===== config.mk =====
export PLATFORM = sky130hd
export DESIGN_NAME = param_stack_flat
export DESIGN_NICKNAME = d
export VERILOG_FILES = /design/src/rtl/param_stack_if.sv /design/src/rtl/param_stack.sv /design/src/flat_wrapper.sv
export SDC_FILE = /design/constraint.sdc
export NUM_CORES = 1
export LEC_CHECK = 0
export BUFFER_PORTS_ARGS = -buffer_cell sky130_fd_sc_hd__buf_2
export CORE_MARGIN = 5
export CORE_UTILIZATION = 55
export CTS_BUF_LIST = sky130_fd_sc_hd__clkbuf_8
export DETAILED_ROUTE_END_ITERATION = 6
export PLACE_DENSITY = 0.81
export REMOVE_ABC_BUFFERS = 1
export SYNTH_ARGS = -nofsm -noshare
export SYNTH_HDL_FRONTEND = slang
export SYNTH_SLANG_ARGS = --single-unit
export TNS_END_PERCENT = 10

===== constraint.sdc =====
create_clock -name clk -period 2.8 [get_ports clk]
set_input_delay 0.56 -clock clk [delete_from_list [all_inputs] [get_ports clk]]
set_output_delay 0.56 -clock clk [all_outputs]
set_load 0.02 [all_outputs]

===== src/rtl/param_stack_if.sv =====
// param_stack_if
// Bundles the command and status signals of param_stack so producers,
// consumers and the stack itself can share one connection.
//   clear, push, pop, data_in        : commands into the stack
//   data_out, data_valid             : registered popped word and its strobe
//   top, count, full, empty          : live view of the stack contents
//   overflow, underflow              : sticky error flags
// master: the side that issues commands; slave: the stack itself.
interface param_stack_if #(
    parameter int WIDTH = 8,
    parameter int DEPTH = 8
);
    localparam int CW = $clog2(DEPTH + 1);

    logic             clear;
    logic             push;
    logic             pop;
    logic [WIDTH-1:0] data_in;
    logic [WIDTH-1:0] data_out;
    logic             data_valid;
    logic [WIDTH-1:0] top;
    logic [CW-1:0]    count;
    logic             full;
    logic             empty;
    logic             overflow;
    logic             underflow;

    modport master (
        output clear, push, pop, data_in,
        input  data_out, data_valid, top, count, full, empty, overflow, underflow
    );

    modport slave (
        input  clear, push, pop, data_in,
        output data_out, data_valid, top, count, full, empty, overflow, underflow
    );
endinterface


===== src/rtl/param_stack.sv =====
// param_stack
// Parametrised LIFO stack with simultaneous push/pop (top replacement),
// empty-stack bypass, live top-of-stack peek, occupancy count, sticky
// overflow/underflow flags and a synchronous flush.
// Ports:
//   clk    : rising-edge clock
//   reset  : asynchronous active-low reset
//   bus    : param_stack_if slave modport (commands in, data/status out)
module param_stack #(
    parameter int WIDTH = 8,
    parameter int DEPTH = 8
) (
    input  logic              clk,
    input  logic              reset,
    param_stack_if.slave      bus
);
    localparam int CW = $clog2(DEPTH + 1);
    localparam int AW = (DEPTH > 1) ? $clog2(DEPTH) : 1;

    logic [WIDTH-1:0] mem [DEPTH];
    logic [CW-1:0]    count_q;
    logic [WIDTH-1:0] data_out_q;
    logic             data_valid_q;
    logic             overflow_q;
    logic             underflow_q;

    logic             full_w;
    logic             empty_w;
    logic [AW-1:0]    wr_idx;
    logic [AW-1:0]    top_idx;

    assign full_w  = (count_q == CW'(DEPTH));
    assign empty_w = (count_q == '0);

    // The index casts truncate count; they are only used when the result
    // is in range (wr_idx when not full, top_idx when not empty).
    assign wr_idx  = AW'(count_q);
    assign top_idx = AW'(count_q - CW'(1));

    // Storage carries no reset: with count at zero its contents are never
    // observed. A replace overwrites the top slot in place.
    always_ff @(posedge clk) begin
        if (!bus.clear) begin
            if (bus.push && !bus.pop && !full_w) begin
                mem[wr_idx] <= bus.data_in;
            end else if (bus.push && bus.pop && !empty_w) begin
                mem[top_idx] <= bus.data_in;
            end
        end
    end

    // Pointer, output register and flags. data_valid defaults low every
    // cycle so it only strobes on a successful pop, replace or bypass.
    always_ff @(posedge clk or negedge reset) begin
        if (!reset) begin
            count_q      <= '0;
            data_out_q   <= '0;
            data_valid_q <= 1'b0;
            overflow_q   <= 1'b0;
            underflow_q  <= 1'b0;
        end else if (bus.clear) begin
            count_q      <= '0;
            data_valid_q <= 1'b0;
            overflow_q   <= 1'b0;
            underflow_q  <= 1'b0;
        end else begin
            data_valid_q <= 1'b0;
            case ({bus.push, bus.pop})
                2'b10: begin
                    if (full_w) begin
                        overflow_q <= 1'b1;
                    end else begin
                        count_q <= count_q + CW'(1);
                    end
                end
                2'b01: begin
                    if (empty_w) begin
                        underflow_q <= 1'b1;
                    end else begin
                        data_out_q   <= mem[top_idx];
                        data_valid_q <= 1'b1;
                        count_q      <= count_q - CW'(1);
                    end
                end
                2'b11: begin
                    // Empty stack: the pushed word passes straight through.
                    data_out_q   <= empty_w ? bus.data_in : mem[top_idx];
                    data_valid_q <= 1'b1;
                end
                default: begin
                end
            endcase
        end
    end

    assign bus.count      = count_q;
    assign bus.full       = full_w;
    assign bus.empty      = empty_w;
    assign bus.data_out   = data_out_q;
    assign bus.data_valid = data_valid_q;
    assign bus.overflow   = overflow_q;
    assign bus.underflow  = underflow_q;
    assign bus.top        = empty_w ? '0 : mem[top_idx];
endmodule


===== src/flat_wrapper.sv =====
// flat-port wrapper written by rule: the top's interface ports become plain ports
module param_stack_flat 
#(
    parameter int WIDTH = 8,
    parameter int DEPTH = 8
)
  (clk, reset, bus_clear, bus_push, bus_pop, bus_data_in, bus_data_out, bus_data_valid, bus_top, bus_count, bus_full, bus_empty, bus_overflow, bus_underflow);
  param_stack_if #(.WIDTH(WIDTH), .DEPTH(DEPTH)) bus_i ();
  input  logic clk;
  input  logic reset;
  input wire logic [$bits(bus_i.clear)-1:0] bus_clear;
  input wire logic [$bits(bus_i.push)-1:0] bus_push;
  input wire logic [$bits(bus_i.pop)-1:0] bus_pop;
  input wire logic [$bits(bus_i.data_in)-1:0] bus_data_in;
  output wire logic [$bits(bus_i.data_out)-1:0] bus_data_out;
  output wire logic [$bits(bus_i.data_valid)-1:0] bus_data_valid;
  output wire logic [$bits(bus_i.top)-1:0] bus_top;
  output wire logic [$bits(bus_i.count)-1:0] bus_count;
  output wire logic [$bits(bus_i.full)-1:0] bus_full;
  output wire logic [$bits(bus_i.empty)-1:0] bus_empty;
  output wire logic [$bits(bus_i.overflow)-1:0] bus_overflow;
  output wire logic [$bits(bus_i.underflow)-1:0] bus_underflow;
  assign bus_i.clear = bus_clear;
  assign bus_i.push = bus_push;
  assign bus_i.pop = bus_pop;
  assign bus_i.data_in = bus_data_in;
  assign bus_data_out = bus_i.data_out;
  assign bus_data_valid = bus_i.data_valid;
  assign bus_top = bus_i.top;
  assign bus_count = bus_i.count;
  assign bus_full = bus_i.full;
  assign bus_empty = bus_i.empty;
  assign bus_overflow = bus_i.overflow;
  assign bus_underflow = bus_i.underflow;
  param_stack #(.WIDTH(WIDTH), .DEPTH(DEPTH)) u_core (.clk(clk), .reset(reset), .bus(bus_i));
endmodule

== Word-level counts from Yosys, hierarchy flattened ==
Memories as Yosys holds them, arrays and structs flattened.
Cells that the tools add are included.

* Memory bits (writable): 64
* Memories kept: 1
* Bits in latches: 0
* Bits in read-only memories: 0
* Output and inout bits: 25
* Flip-flop bits (word level): 15

{| class="wikitable"
|+ Memories
! memory !! depth !! bits a word !! rd ports !! clocked after Yosys merged registers in !! wr ports !! line !! RTL
|-
| u_core.mem || 8 || 8 || 1 || 0 || 1 || param_stack.sv:20 || <nowiki>logic [WIDTH-1:0] mem [DEPTH];</nowiki>
|}

* Add/subtract/negate cells: 2
* Bitwise gates (word level): 1
* Reductions and logical operators: 19
* Shifts and indexed selects: 0
* Divide/modulo/power cells: 0
* Eq/ne operators: 7
* Order comparisons: 0
* Mux-type cells: 27
* $mul: 0

{| class="wikitable"
|+ Operator list
! cell !! count
|-
| $mux 8 || 4
|-
| $mux 1 || 16
|-
| $pmux 8 s2 || 1
|-
| $mux 4 || 3
|-
| $reduce_bool 2->1 || 5
|-
| $pmux 4 s2 || 1
|-
| $reduce_or 8->1 || 1
|-
| $ne 3x3->1 const B || 2
|-
| $reduce_and 3->1 || 2
|-
| $add 4x1->4 const B || 1
|-
| $eq 2x2->1 const B || 2
|-
| $eq 4x4->1 const B || 1
|-
| $logic_and 1x1->1 || 4
|-
| $logic_not 4->1 || 1
|-
| $reduce_and 2->1 || 2
|-
| $sub 4x1->4 const B || 1
|-
| $logic_not 1->1 || 3
|-
| $mux 3 || 1
|-
| $reduce_bool 3->1 || 1
|-
| $eq 2x1->1 const B || 1
|-
| $ne 2x2->1 const B || 1
|-
| $pmux 1 s2 || 1
|-
| $not 1->1 || 1
|}

== Longest topological paths before layout ==
* Depth in word-level cells: 9
* Depth in mapped cells: 9
* Depth with buffers taken out: 7

== Least setup slack after synthesis ==
Ideal clock, no wire load.

* Kind: register to register
* Start point: register u_core.count_q[0] (netlist: u_core.bus.count[0])
* End point: memory u_core.mem[0][0], enable pin
* Slack: -0.148 ns
* Clock period less this slack: 2.948 ns
* Library setup time: 0.383 ns
* Cell stages (with the launch flop): 9
* Arrival time: 2.564 ns
* Required time: 2.417 ns
* Path through: dfrtp_1 inv_1 buf_4 ha_1 or3b_4 clkinv_2 o31ai_1 o41ai_1 nor3_1

* Cells in the longest elaborated chain, start to end: 9
* Elaborated cells between the ends (all ways): 17
* Those cells by class: add/sub (1); eq/ne (1); mux (9); reduce/logical (6)

{| class="wikitable"
|+ Ends and longest elaborated chain
! what !! line !! RTL
|-
| start: declaration || param_stack.sv:21 || <nowiki>logic [CW-1:0] count_q;</nowiki>
|-
| start signal: assignment || param_stack.sv:73 || <nowiki>count_q <= count_q + CW'(1);</nowiki>
|-
| start signal: assignment || param_stack.sv:82 || <nowiki>count_q <= count_q - CW'(1);</nowiki>
|-
| $logic_not 4->1 || param_stack.sv:33 || <nowiki>assign empty_w = (count_q == '0);</nowiki>
|-
| $logic_not 1->1 || param_stack.sv:46 || <nowiki>end else if (bus.push && bus.pop && !empty_w) begin</nowiki>
|-
| $logic_and 1x1->1 || param_stack.sv:46 ||
|-
| $mux 1 || param_stack.sv:46 ||
|-
| $mux 1 || param_stack.sv:44 || <nowiki>if (bus.push && !bus.pop && !full_w) begin</nowiki>
|-
| $mux 1 || param_stack.sv:43 || <nowiki>if (!bus.clear) begin</nowiki>
|-
| $mux 1 (implied by the code) || param_stack.sv:47 || <nowiki>mem[top_idx] <= bus.data_in;</nowiki>
|-
| $reduce_or 8->1 (no source line) || n/a ||
|-
| $mux 3 (no source line) or $mux 1 (tied branches) || n/a ||
|-
| end: declaration || param_stack.sv:20 ||
|}

Several ways; a longest one is shown, not always the timed one.

== Worst setup path in the final report ==
* Start point: register u_core.count_q[0] (netlist: u_core.bus.count[0])
* End point: output bus_top[4]

* Cells in the longest elaborated chain, start to end: 3
* Elaborated cells between the ends (all ways): 4
* Those cells by class: add/sub (1); mux (1); reduce/logical (1); memory (1)

{| class="wikitable"
|+ Ends and longest elaborated chain
! what !! line !! RTL
|-
| $sub 4x1->4 || param_stack.sv:38 || <nowiki>assign top_idx = AW'(count_q - CW'(1));</nowiki>
|-
| $mem_v2 8x8 || n/a ||
|-
| $mux 8 * || param_stack.sv:103 || <nowiki>assign bus.top = empty_w ? '0 : mem[top_idx];</nowiki>
|-
| end: declaration || flat_wrapper.sv:17 || <nowiki>output wire logic [$bits(bus_i.top)-1:0] bus_top;</nowiki>
|}

Every way passes the cells marked *; elsewhere a longest branch is shown, timed or not.

==> impl_metrics.py <==
metrics = {
    "run_status": {
        "outcome": "complete, no violations",
    },
    "floorplan": {
        "top_level_pins": 38,
        "die_height_um": 90.2,
        "coreArea_um2": 6310,
        "floorplan.die.width_um": 90.2,
        "design.die.area_um2": 8130,
        "rows": 29,
        "starting_density_of_the_core_pct": 56.0,
    },
    "run": {
        "cap_viol_max_count": 0,
    },
    "sta": {
        "worst_hold_slack_ns": 0.120,
        "unrepaired_setup_endpoints_after_global_routing": "false",
        "period_minus_slack_ns": 2.71,
        "max_slew_headroom_pct": 51.6,
        "worst_pin_slew_ns": 0.717,
        "worst_setup_slack_final_ns": 0.0923,
        "drv_slew": 0,
        "hold_viol": 0,
        "setup-violations-final": 0,
        "fmax_ghz": 0.369,
        "fin_crit_sh_pct": 96.7,
        "clock_skew_ns": 0.00984,
    },
    "logic_synthesis": {
        "mean_instance_size_in_the_synthesized_netlist_um2": 15.2,
        "synthesis.area_um2": 3540,
        "synth_warnings": 0,
        "flip_flop_and_latch_count_after_synthesis": 79,
        "synth-seq-area-share_pct": 65.0,
        "syn_inst": 233,
        "synth_cell_types": 38,
    },
    "global_route": {
        "grt.overflow.total": 0,
        "antenna_violations_before_repair": 0,
        "gr_usage_total_pct": 17.9,
        "grt_start_max_net_pins": 17,
        "first_pass_grt_wire_length_mm": 11.2,
        "first_global_vias": 2189,
    },
    "clock_network": {
        "cts_root_buf": "sky130_fd_sc_hd__clkbuf_8",
        "cts_sinks": 79,
        "tritoncts": "built",
        "cts_htree_levels": 3,
        "clock_slew_seen_by_the_registers_of_the_worst_setup_and_hold_paths_ns": 0.08,
        "clk-insertion-delay-late_ns": 0.35,
        "numCtsBuffers": 9,
        "cts_stage_hold_buffer_count": 0,
        "clock_tree.buffer_depth": 2,
    },
    "routing": {
        "post_drt_via_cell_ratio": 5.59,
        "detail_route.first_pass.iterations": 4,
        "drt_wl_total_mm": 6.88,
        "1st_iter_drt_viols": 182,
        "detailroute.via_count": 2109,
        "routed_wire_length_per_instance_um": 18.2,
        "drc": 0,
        "drt.antenna.violating_nets": 0,
    },
    "pwr": {
        "leakage_nw": 1.67,
        "pwr-share-clk_pct": 25.8,
        "power.total_mw": 3.46,
        "power_report.internal_total_mw": 2.39,
        "powerDensity_nw_per_um2": 828,
        "p_sw_share_pct": 30.9,
        "share_seq_of_total_power_pct": 40.4,
        "power.combinational.fraction_pct": 33.8,
        "ir_worst_vdd_uv": 570,
        "netSwitchingPower_mw": 1.07,
    },
    "critical_path": {
        "critical-path-slowest-cell": "sky130_fd_sc_hd__mux4_2",
        "timing_worst_setup_path_type": "reg2out",
        "cp.arrival_ns": 2.15,
        "critical_path_peak_fanout": 10,
        "timing.critical_path.to_type": "output port",
        "critPathLaunchType": "register",
        "worst-r2r-cell-count": 8,
        "worstPathCellList": "inv_2 > ha_4 > buf_12 > mux2i_1 > mux4_2 > nor2_1 > buf_2",
        "cp.required_ns": 2.24,
        "critical-path-max-stage-delay_ns": 0.48,
    },
    "placement": {
        "hpwl_mm": 4.73,
        "finalWeightedCongestion": 0.841,
        "place_area_um2": 3880,
        "detailedPlace.worstSlack_ns": 0.260,
        "io_buffer_count": 37,
    },
    "layout": {
        "postLayoutCellArea_um2": 4190,
        "diodes": 0,
        "postLayoutCoreUtil_pct": 66.3,
        "mostFrequentLayoutCells": "sky130_fd_sc_hd__edfxtp_1 (64), sky130_fd_sc_hd__mux2i_1 (34), sky130_fd_sc_hd__buf_2 (33), sky130_fd_sc_hd__buf_4 (27), sky130_fd_sc_hd__nor2_1 (17)",
        "most_frequent_standard_cell_in_the_layout_excluding_fill_and_tap_cells": "sky130_fd_sc_hd__edfxtp_1",
        "syn_to_final_growth_pct": 18.4,
        "drive_above_1_share_pct": 33.0,
        "design.final.nets": 310,
    },
    "worst_hold_path": {
        "hold_path_class": "in2async",
    },
}
sequential cells by signal, summed over array words and instances, names as in the netlist:
name,flops
u_core.mem,64
u_core.bus.data_valid,1
u_core.bus.count,4
u_core.bus.underflow,1
u_core.bus.data_out,8
u_core.bus.overflow,1
power groups by stage:
stage          logic [mW]  clock network (mW)  registers [mW]
2_1_floorplan       0.640                   0            1.51
4_1_cts              1.16               0.908            1.40
3_5_place_dp         1.07                   0            1.43
6_report             1.17               0.893            1.40
3_3_place_gp         1.05                   0            1.43
5_1_grt              1.26               0.975            1.41
critical path, delay by kind of cell (launching register included):
kind,cells,cell delay [ns]
mux,2,0.59
buf+inv,3,0.43
flops,1,0.39
fa+ha+maj,1,0.24
simple gates,1,0.14
cells by family after synthesis:
| family | after synthesis | synth area share (%) |
|---|---|---|
| compound gates | 22 | 4.92 |
| xor+xnor | 3 | 0.743 |
| fa+ha+maj | 2 | 0.708 |
| buf+inv | 19 | 4.07 |
| flops | 79 | 65.0 |
| mux | 43 | 15.0 |
| simple gates | 65 | 9.55 |
timing repair:
item,in CTS,in global routing
pin swaps,0,1
gates resized for setup,8,6
buffers inserted,1,2
gates cloned,1,0
setup endpoints to repair,8,4
cell usage after synthesis, drive strengths merged:
library cell | count | area, µm²
xor2 | 2 | 17.5
inv | 5 | 18.8
o31ai | 9 | 77.6
clkinv | 1 | 5.00
ha | 2 | 25.0
nand3 | 1 | 17.5
nor2 | 19 | 71.3
nand4 | 1 | 6.26
nand2 | 12 | 45.0
edfxtp | 64 | 1920
mux4 | 8 | 180
mux2 | 1 | 11.3
a21oi | 2 | 10.0
nand4b | 1 | 8.76
and3 | 3 | 18.8
clkbuf | 1 | 3.75
or4 | 2 | 15.0
nor3 | 12 | 60.1
and3b | 1 | 8.76
and2 | 9 | 56.3
o41ai | 1 | 8.76
xnor2 | 1 | 8.76
o32ai | 1 | 8.76
o21ai | 3 | 15.0
a21o | 1 | 7.51
buf | 12 | 116
or3b | 1 | 11.3
o41a | 1 | 11.3
o21a | 1 | 7.51
nor2b | 3 | 18.8
dfrtp | 15 | 375
mux2i | 34 | 340
o211ai | 3 | 27.5
layout make-up:
| class | count | area [µm²] |
|---|---|---|
| Sequential cell | 79 | 2300 |
| Fill cell | 455 | 2130 |
| Multi-Input combinational cell | 135 | 1110 |
| Timing Repair Buffer | 64 | 442 |
| Clock buffer | 9 | 124 |
| Tap cell | 77 | 96.3 |
| Clock inverter | 7 | 88.8 |
| Inverter | 6 | 23.8 |
metrics by stage:
step                      instances  setup TNS (ns)
after global routing            377               0
after floorplan                 220          -52.40
after detailed placement        357               0
after CTS                       375               0
after global placement          357               0
final                           377               0
per-layer routing:
metal	up-vias	track usage (%)	routed length, µm
met4	0	4.22	58
met3	6	6.51	306
met1	1041	22.0	2920
li1	1015	-	-
met2	47	30.1	3590
met5	-	0	0
final timing paths:
kind | start | to | slack [ns]
hold reg to reg | u_core.bus.data_out[6] | u_core.bus.data_out[6] | 0.48
min in group clk | u_core.bus.data_out[6] | u_core.bus.data_out[6] | 0.48
setup reg to reg | u_core.bus.count[0] | u_core.mem[5][3] | 0.35
hold / removal | reset | u_core.bus.data_out[7] | 0.12
max in group asynchronous | reset | u_core.bus.count[1] | 2.37
setup / recovery | u_core.bus.count[0] | bus_top[4] | 0.09
No activity file was read; power rests on OpenSTA's default activity.
